### src/rtl/prio_arbiter_rr_pkg.sv
// Shared types and helpers for the registered priority / round-robin arbiter.
package prio_arbiter_rr_pkg;

  typedef enum logic {
    IDLE  = 1'b0,
    GRANT = 1'b1
  } state_t;

  // Minimum index width for n requesters, never below one bit.
  function automatic int idx_width(input int n);
    int w;
    w = 0;
    while ((1 << w) < n) w++;
    return (w < 1) ? 1 : w;
  endfunction

endpackage

### src/rtl/prio_find_rr.sv
// Combinational winner search: lowest set bit (fixed) or first set bit from start, wrapping at N (rr).
module prio_find_rr
  import prio_arbiter_rr_pkg::*;
#(
  parameter int N = 8,
  localparam int IDX_W = idx_width(N)
) (
  input  logic [N-1:0]     req,
  input  logic [IDX_W-1:0] start,
  input  logic             mode_rr,
  output logic             found,
  output logic [IDX_W-1:0] idx,
  output logic [N-1:0]     onehot
);

  int p;

  always_comb begin
    found  = 1'b0;
    idx    = '0;
    onehot = '0;
    p      = 0;
    for (int k = 0; k < N; k++) begin
      if (!found) begin
        // start is always < N, so a single subtraction wraps correctly.
        p = mode_rr ? (int'(start) + k) : k;
        if (p >= N) p = p - N;
        if (req[p]) begin
          found     = 1'b1;
          idx       = IDX_W'(p);
          onehot[p] = 1'b1;
        end
      end
    end
  end

endmodule

### src/rtl/prio_arbiter_rr.sv
// Registered N-way arbiter, fixed priority or round-robin, grant held under valid/ready.
// One-cycle request-to-grant latency; back-to-back grants on accept when others still request.
module prio_arbiter_rr
  import prio_arbiter_rr_pkg::*;
#(
  parameter int N = 8,
  parameter int IDX_W = idx_width(N)
) (
  input  logic             clk,
  input  logic             rst,
  input  logic [N-1:0]     req,
  input  logic             mode_rr,
  input  logic             gnt_ready,
  output logic             gnt_valid,
  output logic [IDX_W-1:0] gnt_idx,
  output logic [N-1:0]     gnt_onehot
);

  state_t           state, state_nx;
  logic [IDX_W-1:0] ptr, ptr_nx, ptr_inc, start;
  logic [IDX_W-1:0] idx_nx, find_idx;
  logic [N-1:0]     oh_nx, find_req, find_oh;
  logic             valid_nx, find_found;

  // Pointer successor wraps at N, not at the power of two above it.
  assign ptr_inc  = (gnt_idx == IDX_W'(N - 1)) ? '0 : gnt_idx + IDX_W'(1);
  assign find_req = (state == IDLE) ? req : (req & ~gnt_onehot);
  assign start    = (state == IDLE) ? ptr : ptr_inc;

  prio_find_rr #(.N(N)) u_find (
    .req     (find_req),
    .start   (start),
    .mode_rr (mode_rr),
    .found   (find_found),
    .idx     (find_idx),
    .onehot  (find_oh)
  );

  always_comb begin
    state_nx = state;
    ptr_nx   = ptr;
    valid_nx = gnt_valid;
    idx_nx   = gnt_idx;
    oh_nx    = gnt_onehot;
    case (state)
      IDLE: begin
        if (find_found) begin
          state_nx = GRANT;
          valid_nx = 1'b1;
          idx_nx   = find_idx;
          oh_nx    = find_oh;
        end
      end
      GRANT: begin
        if (gnt_ready) begin
          ptr_nx = ptr_inc;
          if (find_found) begin
            idx_nx = find_idx;
            oh_nx  = find_oh;
          end else begin
            state_nx = IDLE;
            valid_nx = 1'b0;
            idx_nx   = '0;
            oh_nx    = '0;
          end
        end
      end
      default: state_nx = IDLE;
    endcase
  end

  always_ff @(posedge clk) begin
    if (rst) begin
      state      <= IDLE;
      ptr        <= '0;
      gnt_valid  <= 1'b0;
      gnt_idx    <= '0;
      gnt_onehot <= '0;
    end else begin
      state      <= state_nx;
      ptr        <= ptr_nx;
      gnt_valid  <= valid_nx;
      gnt_idx    <= idx_nx;
      gnt_onehot <= oh_nx;
    end
  end

endmodule
### config.mk
export PLATFORM = sky130hd
export DESIGN_NAME = prio_arbiter_rr
export DESIGN_NICKNAME = d
export VERILOG_FILES = /design/src/rtl/prio_arbiter_rr_pkg.sv /design/src/rtl/prio_find_rr.sv /design/src/rtl/prio_arbiter_rr.sv
export SDC_FILE = /design/constraint.sdc
export NUM_CORES = 1
export LEC_CHECK = 0
export ABC_AREA = 1
export ABC_CLOCK_PERIOD_IN_PS = 9100
export BUFFER_PORTS_ARGS = -buffer_cell sky130_fd_sc_hd__buf_2
export CORE_MARGIN = 1
export CORE_UTILIZATION = 60
export CTS_CLUSTER_SIZE = 40
export DETAILED_ROUTE_END_ITERATION = 12
export PLACE_DENSITY = 0.77
export SLEW_MARGIN = 20
export SYNTH_ARGS = -nofsm -noshare
export SYNTH_HDL_FRONTEND = slang
export SYNTH_SLANG_ARGS = --single-unit
export TNS_END_PERCENT = 100
### constraint.sdc
create_clock -name clk -period 9.1 [get_ports clk]
set_clock_uncertainty 0.1 [all_clocks]
set_input_delay 1.82 -clock clk [delete_from_list [all_inputs] [get_ports clk]]
set_output_delay 1.82 -clock clk [all_outputs]
set_load 0.01 [all_outputs]
==> results_tabular.tex, run 1 <==
\begin{tabular}{lr}
\hline
Metric & Value \\
\hline
\multicolumn{2}{l}{\textbf{Run status}} \\
\quad Result of the run & finished, final reports clean \\
\multicolumn{2}{l}{\textbf{Yosys}} \\
\quad Post-Syn Area per Cell & 5.49 µm² \\
\quad Post-synth design cell area & 2390 µm² \\
\quad Cell count after synthesis & 436 \\
\quad Register area share after synthesis & 13.4\% \\
\quad Total of flip-flops plus latches after synthesis & 16 \\
\quad Post-synth cell types & 36 \\
\quad Syn Nets & 453 \\
\quad Yosys warns & 0 \\
\multicolumn{2}{l}{\textbf{Timing}} \\
\quad Post-route fraction of the period consumed by the critical path & 48.9\% \\
\quad Finish-stage setup viols & 0 \\
\quad Final total negative setup slack & 0 ps \\
\quad Post-route setup slack & 4650 ps \\
\quad Rel. slew slack & 60.2\% \\
\quad Slew of the pin with the lowest slew margin & 595 ps \\
\quad Pins over their slew limit & 0 \\
\quad Unrepaired setup endpoints after global routing & no \\
\quad Max Clk Rate & 225 MHz \\
\quad Post-route minimum period & 4450 ps \\
\quad Hold Violations, Final & 0 \\
\multicolumn{2}{l}{\textbf{Layout}} \\
\quad Antenna cell count & 0 \\
\quad Fraction of layout instances using a drive strength above 1 & 18.4\% \\
\quad Layout overhead on the synthesized area & 5.54\% \\
\quad Net count of the finished layout & 468 \\
\quad Filler Cells Inserted & 370 \\
\quad Commonest non-fill, non-tap cells in the layout & 136 x nand2\_1, 65 x nor2\_1, 48 x nand3\_1 \\
\quad Finished layout cell area & 2530 µm² \\
\quad Leading cell type in the layout, fill and taps excluded & nand2\_1 \\
\multicolumn{2}{l}{\textbf{Floorplanning}} \\
\quad Ports placed on the boundary & 24 \\
\quad Core area & 3740 µm² \\
\quad Die area & 4250 µm² \\
\quad Total number of placement rows & 22 \\
\quad Die Width & 65.2 µm \\
\quad Height of the die & 65.2 µm \\
\quad Initial Utilization & 64.0\% \\
\multicolumn{2}{l}{\textbf{Clock tree}} \\
\quad Number of CTS-inserted buffers & 3 \\
\quad Post-CTS Setup Repair Bufs & 0 \\
\quad Insertion delay of the later-clocked pin in the worst-skew pair & 250 ps \\
\quad CTS tree & done \\
\quad Root buffer cell & clkbuf\_8 \\
\quad Clock transition time at the flip-flop clock pins of the worst setup and hold paths & 60 ps \\
\quad Maximum clock insertion buffer count & 2 \\
\quad Count of cells resized by post-cts repair & 0 \\
\quad Htree depth & 1 \\
\quad Hold buffer count at CTS & 0 \\
\quad Clock sink total & 16 \\
\multicolumn{2}{l}{\textbf{Worst setup path}} \\
\quad Sort of element at the end of the critical path & flip-flop \\
\quad Critical path capture point & gnt\_onehot[1] \\
\quad CP max FO & 16 \\
\quad Worst path cell trace & buf\_2 > nand2\_1 > inv\_1 > nand3\_1 > nand3\_2 > nand2\_4 > nor2\_8 > nand4\_4 > nor2\_4 > nand3\_4 > nand2\_2 > nand2\_4 > clkinv\_2 > nand2\_1 > a21oi\_1 \\
\quad Setup slack, reg-to-reg & 4970 ps \\
\quad Delay of the slowest critical-path stage & 430 ps \\
\quad Worst setup path startpoint & mode\_rr \\
\quad Worst Setup Path Type & in2reg \\
\quad Worst EP required & 9180 ps \\
\quad Crit path launch type & input port \\
\quad Reg-to-Reg End & gnt\_onehot[1] \\
\quad RR Startpoint & gnt\_idx[0] \\
\quad Critical path data arrival time & 4520 ps \\
\quad Slowest cell on the critical path & inv\_1 \\
\quad Number of cells on the worst reg-to-reg path & 21 \\
\multicolumn{2}{l}{\textbf{Route}} \\
\quad Final routed wirelength across all metal layers & 6830 µm \\
\quad Number of design rule violations left after detail routing & 0 \\
\quad Average via count per standard cell & 5.67 \\
\quad Routed wirelength normalized by instance count & 13.7 µm \\
\quad Antenna-violating nets left & 0 \\
\quad Number of DRC violations after detailed-routing iteration 0 & 378 \\
\quad Number of vias after detailed routing & 2823 \\
\quad First-pass iteration count of the detailed router & 5 \\
\multicolumn{2}{l}{\textbf{Power and ir drop}} \\
\quad Switching fraction of total power & 57.3\% \\
\quad Peak supply drop & 0.000149 V \\
\quad Combinational group share of total power & 71.1\% \\
\quad Cell internal power dissipation & 232 µW \\
\quad Sequential Power Share & 17.4\% \\
\quad Power after layout & 543 µW \\
\quad Static leakage & 0.00123 µW \\
\quad Net switching component of the power & 311 µW \\
\quad Power per cell area & 215 nW/µm² \\
\quad Clock network fraction of design power & 11.5\% \\
\multicolumn{2}{l}{\textbf{Placed design}} \\
\quad Worst slack at placement & 4460 ps \\
\quad DP Wirelength & 5310 µm \\
\quad Cell Area, Placed & 2470 µm² \\
\quad Final weighted congestion of routability-driven global placement & 0.998 \\
\quad Count of buffers inserted at the top-level ports & 23 \\
\multicolumn{2}{l}{\textbf{Global routing}} \\
\quad Maximum number of pins on one net before global-route repair & 28 \\
\quad Tot GR Track Use & 34.2\% \\
\quad Congestion Overflow GR & 0 \\
\quad Vias in the first global route & 2457 \\
\quad Initial antenna violation count & 0 \\
\quad Wire length of the first global-routing pass & 11400 µm \\
\multicolumn{2}{l}{\textbf{Job}} \\
\quad Max-cap violations & 0 \\
\multicolumn{2}{l}{\textbf{Min path}} \\
\quad Type of the most critical hold path & reg2reg \\
\hline
\end{tabular}
-- state kept, by name (all words and copies together) (netlist names) --
name,cells
ptr,3
gnt_idx,3
gnt_valid,1
state,1
gnt_onehot,8
-- routing by layer --
metal | part of all wire, % | GRT usage [%] | vias up
met4 | 3.6 | 16.3 | 0
met2 | 43 | 52.2 | 165
met1 | 47 | 48.5 | 1229
met5 | 0 | 0 | -
li1 | - | - | 1409
met3 | 7.1 | 2.26 | 20
-- cell families (layout without fill, tap and decap cells) --
group,count (synthesis),after routing,synth area share [%]
compound gates,38,38,10.3
flops,16,16,13.4
xor+xnor,1,1,0.366
buf+inv,69,83,12.9
fa+ha+maj,5,5,2.61
simple gates,307,307,60.4
-- area by class of cell --
cell class / instances / area (µm²) / share of cell area (%)
repair buffers: 23 / 115 / 4.55
inverters: 56 / 211 / 8.37
well taps: 48 / 60.1 / 2.38
multi-input cells: 351 / 1770 / 69.9
clock buffers: 4 / 55.1 / 2.18
flip-flops and latches: 16 / 320 / 12.7
-- power groups by stage --
stage | clock network, µW | registers [µW] | logic (µW)
CTS | 63.1 | 94.4 | 377
global route | 65.1 | 96.7 | 424
floorplan | 0 | 97.9 | 294
finish | 62.2 | 94.5 | 386
detailed placement | 0 | 95.8 | 374
global placement | 0 | 95.6 | 374
-- Yosys cell counts, drive strengths merged --
| cell | number | area (µm²) |
|---|---|---|
| nor3 | 12 | 60.1 |
| a211oi | 1 | 7.51 |
| dfxtp | 16 | 320 |
| a21oi | 17 | 123 |
| nand3b | 2 | 15.0 |
| ha | 5 | 62.6 |
| or2 | 2 | 12.5 |
| o22a | 1 | 8.76 |
| nand3 | 57 | 345 |
| nor2 | 69 | 293 |
| clkinv | 3 | 12.5 |
| inv | 53 | 199 |
| a21boi | 2 | 15.0 |
| o21ai | 17 | 92.6 |
| nand4 | 8 | 65.1 |
| and2 | 1 | 6.26 |
| buf | 7 | 75.1 |
| xnor2 | 1 | 8.76 |
| nand2 | 156 | 651 |
| clkbuf | 6 | 22.5 |
-- worst min path at each step --
stage / end / slack, ps / from / cells past startpoint
global placement: gnt_valid / 360 / gnt_valid / 2
detailed placement: gnt_valid / 360 / gnt_valid / 2
CTS: gnt_onehot[2] / 390 / gnt_onehot[2] / 2
finish: gnt_onehot[2] / 390 / gnt_onehot[2] / 2
floorplan: ptr[2] / 360 / ptr[2] / 2
global route: ptr[2] / 400 / ptr[2] / 2
-- critical path, delay by kind of cell --
| family | cells | cell delay (ps) |
|---|---|---|
| simple gates | 11 | 1580 |
| compound gates | 1 | 150 |
| buf+inv | 3 | 950 |
-- stage by stage --
stage / hold WS [ps] / std cells / util, %
floorplan: 357 / 436 / -
global placement: 364 / 494 / 66.0
detailed placement: 363 / 494 / 66.0
CTS: 388 / 498 / 67.5
global route: 402 / 498 / 67.5
finish: 386 / 498 / 67.5
(Power assumes the default switching activity.)
==> run 2: changes to the inputs <==
--- a/config.mk
+++ b/config.mk
@@ -5,14 +5,14 @@
 export SDC_FILE = /design/constraint.sdc
 export NUM_CORES = 1
 export LEC_CHECK = 0
-export ABC_AREA = 1
-export ABC_CLOCK_PERIOD_IN_PS = 9100
+export ABC_AREA = 0
+export ABC_CLOCK_PERIOD_IN_PS = 4200
 export BUFFER_PORTS_ARGS = -buffer_cell sky130_fd_sc_hd__buf_2
 export CORE_MARGIN = 1
 export CORE_UTILIZATION = 60
 export CTS_CLUSTER_SIZE = 40
 export DETAILED_ROUTE_END_ITERATION = 12
-export PLACE_DENSITY = 0.77
+export PLACE_DENSITY = 0.76
 export SLEW_MARGIN = 20
 export SYNTH_ARGS = -nofsm -noshare
 export SYNTH_HDL_FRONTEND = slang
==> constraint.sdc (replaced) <==
create_clock -name clk -period 4.2 [get_ports clk]
set_clock_uncertainty 0.1 [all_clocks]
set_input_delay 0.84 -clock clk [delete_from_list [all_inputs] [get_ports clk]]
set_output_delay 0.84 -clock clk [all_outputs]
set_load 0.01 [all_outputs]
==> run 2 against run 1 <==
  * Die area up 14%
  * First-iteration DRC count up 150%
  * Worst hold slack worse by 8.6 ps
==> results_tabular.tex, run 2 <==
\begin{tabular}{lr}
\hline
Metric & Value \\
\hline
\multicolumn{2}{l}{\textbf{Yosys}} \\
\quad Post-synth design cell area & 2750 µm² \\
\quad Top-area cell type share of the netlist area & 11.6\% \\
\quad Most instantiated library cell after synthesis & nand2\_1 \\
\quad Dominant synthesized flop cell & dfxtp\_1 \\
\quad Synth async-reset ratio & 0\% \\
\quad Top cells by area, synth & dfxtp\_1 12\%, nand2\_1 5.7\%, o21ai\_0 5.5\% \\
\quad Syn Nets & 417 \\
\quad Register area share after synthesis & 11.6\% \\
\quad Post-Syn Area per Cell & 6.88 µm² \\
\quad EDFF count, synth & 0 \\
\quad Synth cell count leaders & 42 x nand2\_1, 31 x nor2\_1, 30 x o21ai\_0 \\
\quad Total of flip-flops plus latches after synthesis & 16 \\
\quad Yosys warns & 0 \\
\quad Post-synth cell types & 73 \\
\quad Yosys top cell by area & dfxtp\_1 \\
\quad Cell count after synthesis & 400 \\
\multicolumn{2}{l}{\textbf{Timing}} \\
\quad Final total negative setup slack & 0 ps \\
\quad Slew of the pin with the lowest slew margin & 906 ps \\
\quad Post-route minimum period & 4120 ps \\
\quad Max Clk Rate & 242 MHz \\
\quad Final-layout worst hold slack & 378 ps \\
\quad Post-route fraction of the period consumed by the critical path & 98.2\% \\
\quad Pins over their slew limit & 0 \\
\quad Rel. slew slack & 39.1\% \\
\quad Hold Violations, Final & 0 \\
\quad Finish-stage setup viols & 0 \\
\multicolumn{2}{l}{\textbf{Floorplanning}} \\
\quad Core area & 4380 µm² \\
\quad Die Width & 69.7 µm \\
\quad Height of the die & 69.7 µm \\
\quad Ports placed on the boundary & 24 \\
\quad Initial Utilization & 62.7\% \\
\quad Die area & 4860 µm² \\
\quad Total number of placement rows & 24 \\
\multicolumn{2}{l}{\textbf{Clock tree}} \\
\quad Clock sink total & 16 \\
\quad Clock transition time at the flip-flop clock pins of the worst setup and hold paths & 80 ps \\
\quad Number of CTS-inserted buffers & 3 \\
\quad CTS tree & done \\
\quad Htree depth & 1 \\
\quad Root buffer cell & clkbuf\_8 \\
\quad Maximum clock insertion buffer count & 2 \\
\quad Hold buffer count at CTS & 0 \\
\quad Insertion delay of the later-clocked pin in the worst-skew pair & 270 ps \\
\multicolumn{2}{l}{\textbf{Layout}} \\
\quad Leading cell type in the layout, fill and taps excluded & buf\_4 \\
\quad Layout overhead on the synthesized area & 21.9\% \\
\quad Footprint of the flip-flops and latches & 320 µm² \\
\quad Area of the multi-input gates & 2350 µm² \\
\quad Net count of the finished layout & 474 \\
\quad Antenna cell count & 0 \\
\quad Fraction of layout instances using a drive strength above 1 & 25.0\% \\
\quad Post-route non-filler standard cell count & 508 \\
\quad Registers with the highest flip-flop counts & gnt\_onehot: 8 flops, gnt\_idx: 3 flops, ptr: 3 flops \\
\quad Final Core Density & 76.5\% \\
\quad Top reg by flops & gnt\_onehot \\
\quad Commonest non-fill, non-tap cells in the layout & 57 x buf\_4, 42 x nand2\_1, 31 x nor2\_1 \\
\quad Filler Cells Inserted & 343 \\
\quad Number of flip-flops in the largest register & 8 \\
\multicolumn{2}{l}{\textbf{Worst setup path}} \\
\quad Worst Setup Path Type & reg2reg \\
\quad Slowest cell on the critical path & or3\_1 \\
\quad Sort of element at the end of the critical path & flip-flop \\
\quad Delay of the slowest critical-path stage & 410 ps \\
\quad Worst EP required & 4240 ps \\
\quad Worst path cell trace & ha\_1 > ha\_2 > nor2b\_1 > a21oi\_4 > clkinv\_1 > ha\_1 > and2\_1 > mux2\_4 > mux2i\_1 > o22ai\_2 > a211oi\_4 > buf\_4 > nand3\_2 > o221ai\_1 > or3\_1 > a221o\_1 \\
\quad Cell mode on critical path & ha\_1 \\
\quad CP max FO & 8 \\
\quad Crit path launch type & flip-flop \\
\quad Critical path data arrival time & 4170 ps \\
\multicolumn{2}{l}{\textbf{Route}} \\
\quad Final routed wirelength across all metal layers & 12200 µm \\
\quad Number of design rule violations left after detail routing & 0 \\
\quad Number of vias after detailed routing & 3947 \\
\quad First-pass iteration count of the detailed router & 6 \\
\quad Routed wirelength normalized by instance count & 24.0 µm \\
\quad Number of DRC violations after detailed-routing iteration 0 & 941 \\
\quad Average via count per standard cell & 7.77 \\
\quad Antenna-violating nets left & 0 \\
\multicolumn{2}{l}{\textbf{Global routing}} \\
\quad Wire length of the first global-routing pass & 18400 µm \\
\quad Maximum number of pins on one net before global-route repair & 27 \\
\quad Met2 usage in global routing & 75.3\% \\
\quad Met1 usage in global routing & 63.9\% \\
\quad GR peak layer & met2 \\
\quad Vias in the first global route & 3442 \\
\quad Initial antenna violation count & 0 \\
\quad Tot GR Track Use & 48.4\% \\
\quad Met3 Use GR & 11.5\% \\
\quad Congestion Overflow GR & 0 \\
\multicolumn{2}{l}{\textbf{Power and ir drop}} \\
\quad Power per cell area & 591 nW/µm² \\
\quad Static leakage & 0.00133 µW \\
\quad Peak supply drop & 0.000373 V \\
\quad Power after layout & 1980 µW \\
\multicolumn{2}{l}{\textbf{Min path}} \\
\quad Type of the most critical hold path & reg2reg \\
\multicolumn{2}{l}{\textbf{Placed design}} \\
\quad DP Wirelength & 8960 µm \\
\quad Final weighted congestion of routability-driven global placement & 1.12 \\
\quad Count of buffers inserted at the top-level ports & 23 \\
\quad Number of cells in the design after placement & 497 \\
\multicolumn{2}{l}{\textbf{Job}} \\
\quad Max-cap violations & 0 \\
\multicolumn{2}{l}{\textbf{Run status}} \\
\quad Result of the run & finished, final reports clean \\
\hline
\end{tabular}
==> run 2: changes by cell type in the layout (fill, tap and decap cells not counted), moves of 9 or more <==
cell      delta
inv_1       -42
nand2_2     -17
nor2_1      -34
nor3_1       +9
mux2i_1     +13
nor4_1      +10
nand3_1     -27
o21ai_0     +16
a21oi_1     +11
buf_4       +57
a21oi_2     -10
o211ai_1    +14
nand2_1     -94
==> run 2: final cells by class <==
| class | count | area share (%) |
|---|---|---|
| timing repair buffer | 80 | 16.2 |
| sequential | 16 | 9.56 |
| clock buffer | 4 | 1.64 |
| tap | 52 | 1.94 |
| multi-input combinational | 351 | 70.1 |
| inverter | 5 | 0.560 |
==> run 2: what timing repair did <==
item / CTS / global route
buffers inserted: 0 / 7
cloned: 0 / 0
hold endpoints to repair: 0 / 0
resized for setup: 2 / 8
pin swaps: 0 / 4
setup endpoints to repair: 2 / 11
==> run 2: worst paths after layout <==
kind	slack, ps	cells past startpoint	from	to
min reg2reg	380	1	gnt_valid	gnt_valid
min	380	1	gnt_valid	gnt_valid
max	80	16	gnt_idx[1]	gnt_onehot[3]
max reg2reg	80	16	gnt_idx[1]	gnt_onehot[3]
==> run 2: per-stage QoR <==
stage	setup slack [ps]	cell area [µm²]
floorplan	20.9	2750
global placement	263	3190
detailed placement	17.1	3190
CTS	23.6	3260
global route	-36.2	3350
finish	75.7	3350
==> run 2: logic make-up (layout without fill, tap and decap cells) <==
family	Yosys count	count (layout)	synth area share (%)
mux	19	19	7.87
flops	16	16	11.6
buf+inv	33	89	4.96
xor+xnor	2	2	0.637
compound gates	144	144	38.5
fa+ha+maj	5	5	2.27
simple gates	181	181	34.1
==> run 2: power by group <==
part | internal (µW) | switching (µW)
logic | 615 | 990
clock network | 83.5 | 61.6
registers | 184 | 45.7
==> run 2: critical path, delay by kind of cell (launching register included) <==
kind            cells  cell delay (ps)
simple gates        4              830
buf+inv             2              330
flops               1              400
mux                 2              480
fa+ha+maj           3              670
compound gates      5             1180
==> run 2: per-layer routing <==
metal,wire (µm),vias up
li1,-,1692
met1,4310,1733
met2,5200,417
met3,1910,105
met4,761,0
met5,0,-
==> run 3: changes to the inputs <==
--- a/config.mk
+++ b/config.mk
@@ -8,6 +8,7 @@
 export ABC_AREA = 0
 export ABC_CLOCK_PERIOD_IN_PS = 4200
 export BUFFER_PORTS_ARGS = -buffer_cell sky130_fd_sc_hd__buf_2
+export CORE_ASPECT_RATIO = 0.75
 export CORE_MARGIN = 1
 export CORE_UTILIZATION = 60
 export CTS_CLUSTER_SIZE = 40
==> run 3 against run 2 <==
  * Highest routed layer unchanged
  * Global-route usage rose by 0.67 points
  * The run now ends with negative setup slack left
  * Largest cell class unchanged
  * Die area barely moved
  * Critical endpoint is now gnt_onehot[6]
  * Maximum frequency fell by 2.7%
  * Largest power group unchanged
  * Core utilization rose by 1.3 points
==> results_tabular.tex, run 3 (synthesis gave the netlist of run 2 again) <==
\begin{tabular}{lr}
\hline
Metric & Value \\
\hline
\multicolumn{2}{l}{\textbf{Run status}} \\
\quad Result of the run & complete, but fails checks \\
\quad Violations in the final reports & negative setup slack \\
\multicolumn{2}{l}{\textbf{Power and ir drop}} \\
\quad Sequential Power Share & 11.9\% \\
\quad Cell internal power dissipation & 869 µW \\
\quad Power per cell area & 596 nW/µm² \\
\quad Clock network fraction of design power & 6.9\% \\
\quad Combinational group share of total power & 81.2\% \\
\quad Net switching component of the power & 1090 µW \\
\quad Static leakage & 0.00130 µW \\
\quad Peak supply drop & 0.000379 V \\
\quad Switching fraction of total power & 55.6\% \\
\multicolumn{2}{l}{\textbf{Floorplanning}} \\
\quad Die area & 4860 µm² \\
\quad Total number of placement rows & 20 \\
\quad Height of the die & 60.6 µm \\
\quad Initial Utilization & 65.0\% \\
\quad Ports placed on the boundary & 24 \\
\quad Die Width & 80.2 µm \\
\quad Core area & 4230 µm² \\
\multicolumn{2}{l}{\textbf{Route}} \\
\quad Number of vias after detailed routing & 3940 \\
\quad Final routed wirelength across all metal layers & 12100 µm \\
\quad First-pass iteration count of the detailed router & 12 \\
\quad Number of design rule violations left after detail routing & 0 \\
\quad Average via count per standard cell & 7.80 \\
\quad Routed wirelength normalized by instance count & 23.9 µm \\
\quad Number of DRC violations after detailed-routing iteration 0 & 932 \\
\quad Antenna-violating nets left & 0 \\
\multicolumn{2}{l}{\textbf{Timing}} \\
\quad Pins over their slew limit & 0 \\
\quad Post-route setup slack & -40.0 ps \\
\quad Rel. slew slack & 42.5\% \\
\quad Max Clk Rate & 236 MHz \\
\quad Final total negative setup slack & -40.0 ps \\
\quad Hold Violations, Final & 0 \\
\quad Post-route minimum period & 4240 ps \\
\quad Slew of the pin with the lowest slew margin & 855 ps \\
\quad Final-layout worst hold slack & 363 ps \\
\quad Post-route fraction of the period consumed by the critical path & 101\% \\
\quad Finish-stage setup viols & 1 \\
\multicolumn{2}{l}{\textbf{Clock tree}} \\
\quad Maximum clock insertion buffer count & 2 \\
\quad Number of CTS-inserted buffers & 3 \\
\quad Insertion delay of the later-clocked pin in the worst-skew pair & 250 ps \\
\quad Htree depth & 1 \\
\quad Root buffer cell & clkbuf\_8 \\
\quad CTS tree & done \\
\quad Clock sink total & 16 \\
\quad Clock transition time at the flip-flop clock pins of the worst setup and hold paths & 60 ps \\
\quad Hold buffer count at CTS & 0 \\
\multicolumn{2}{l}{\textbf{Global routing}} \\
\quad Initial antenna violation count & 0 \\
\quad Vias in the first global route & 3334 \\
\quad Maximum number of pins on one net before global-route repair & 27 \\
\quad Congestion Overflow GR & 0 \\
\quad Wire length of the first global-routing pass & 17600 µm \\
\quad Tot GR Track Use & 49.0\% \\
\multicolumn{2}{l}{\textbf{Worst setup path}} \\
\quad RR Startpoint & gnt\_idx[1] \\
\quad Worst EP required & 4260 ps \\
\quad Number of cells on the worst reg-to-reg path & 17 \\
\quad Reg-to-Reg End & gnt\_onehot[6] \\
\quad Crit path launch type & flip-flop \\
\quad Setup slack, reg-to-reg & -40 ps \\
\quad Sort of element at the end of the critical path & flip-flop \\
\quad Critical path data arrival time & 4300 ps \\
\quad CP max FO & 8 \\
\quad Worst Setup Path Type & reg2reg \\
\multicolumn{2}{l}{\textbf{Min path}} \\
\quad Worst hold start & gnt\_valid \\
\quad Type of the most critical hold path & reg2reg \\
\quad End of the worst hold path & gnt\_valid \\
\quad Worst hold stages & 1 \\
\multicolumn{2}{l}{\textbf{Layout}} \\
\quad Registers with the highest flip-flop counts & gnt\_onehot: 8 flops, gnt\_idx: 3 flops, ptr: 3 flops \\
\quad Net count of the finished layout & 468 \\
\quad Layout overhead on the synthesized area & 19.5\% \\
\quad Leading cell type in the layout, fill and taps excluded & buf\_4 \\
\quad Number of flip-flops in the largest register & 8 \\
\quad Commonest non-fill, non-tap cells in the layout & 51 x buf\_4, 42 x nand2\_1, 31 x nor2\_1 \\
\quad Filler Cells Inserted & 340 \\
\quad Top reg by flops & gnt\_onehot \\
\quad Finished layout cell area & 3290 µm² \\
\quad Fraction of layout instances using a drive strength above 1 & 24.0\% \\
\quad Antenna cell count & 0 \\
\multicolumn{2}{l}{\textbf{Job}} \\
\quad Max-cap violations & 0 \\
\multicolumn{2}{l}{\textbf{Placed design}} \\
\quad Count of buffers inserted at the top-level ports & 23 \\
\quad Final weighted congestion of routability-driven global placement & 1.15 \\
\quad Cell Area, Placed & 3150 µm² \\
\quad DP Wirelength & 8570 µm \\
\hline
\end{tabular}
## run 3: cell type report
type	count	area (µm²)	share of cell area, %
clock buffers	4	55.1	1.67
multi-input cells	351	2330	70.8
well taps	55	68.8	2.09
inverters	5	18.8	0.571
repair buffers	74	498	15.2
flip-flops and latches	16	320	9.74
## run 3: repair_timing
item / 4_1_cts / 5_1_grt
setup buffers: 1 / 6
resized for setup: 1 / 6
pin swaps: 1 / 3
endpoints found under the setup margin: 1 / 11
## run 3: power by group through the flow
stage                     registers, µW  logic [µW]  clock network [µW]
after global routing                236        1630                 143
after CTS                           229        1420                 137
after floorplan                     230         902                   0
final                               234        1590                 135
after detailed placement            231        1410                   0
after global placement              229        1400                   0
## run 3: how the worst max path moves through the flow
stage,slack (ps),cells after the start,end,from
2_1_floorplan,20,17,gnt_onehot[3],gnt_idx[0]
3_3_place_gp,190,15,gnt_onehot[2],gnt_idx[1]
3_5_place_dp,-30,15,gnt_idx[1],gnt_idx[1]
4_1_cts,50,16,gnt_onehot[3],gnt_idx[1]
5_1_grt,-120,16,gnt_idx[1],gnt_idx[1]
6_report,-40,17,gnt_onehot[6],gnt_idx[1]
## run 3: metal layers
metal | track usage (%) | vias to the layer above | part of all wire, %
met5 | 0 | - | 0
met4 | 16.6 | 0 | 6.5
met3 | 20.8 | 134 | 17
met2 | 73.5 | 390 | 39
met1 | 63.9 | 1744 | 37
li1 | - | 1672 | -
## run 3: critical path, cell delays in order, from the launching register on
cell      delay [ps]
dfxtp_1          390
ha_1             190
ha_2             230
nor2b_1           90
a21oi_2          200
clkinv_1         120
ha_1             220
and2_1           190
mux2_4           350
mux2i_1          260
o22ai_2          200
nor4_1           420
nand4_1          360
buf_4            250
buf_4            130
o221ai_1         150
nor3_1            90
o21ai_0          190
## run 3: metrics by stage
stage,utilization [%],total power (µW),worst slack [ps],std cells
CTS,76.1,1790,49.8,499
finish,77.7,1960,-40.0,505
detailed placement,74.5,1640,-33.8,494
floorplan,-,1130,20.9,400
global route,77.7,2010,-124,505
global placement,74.5,1630,186,494
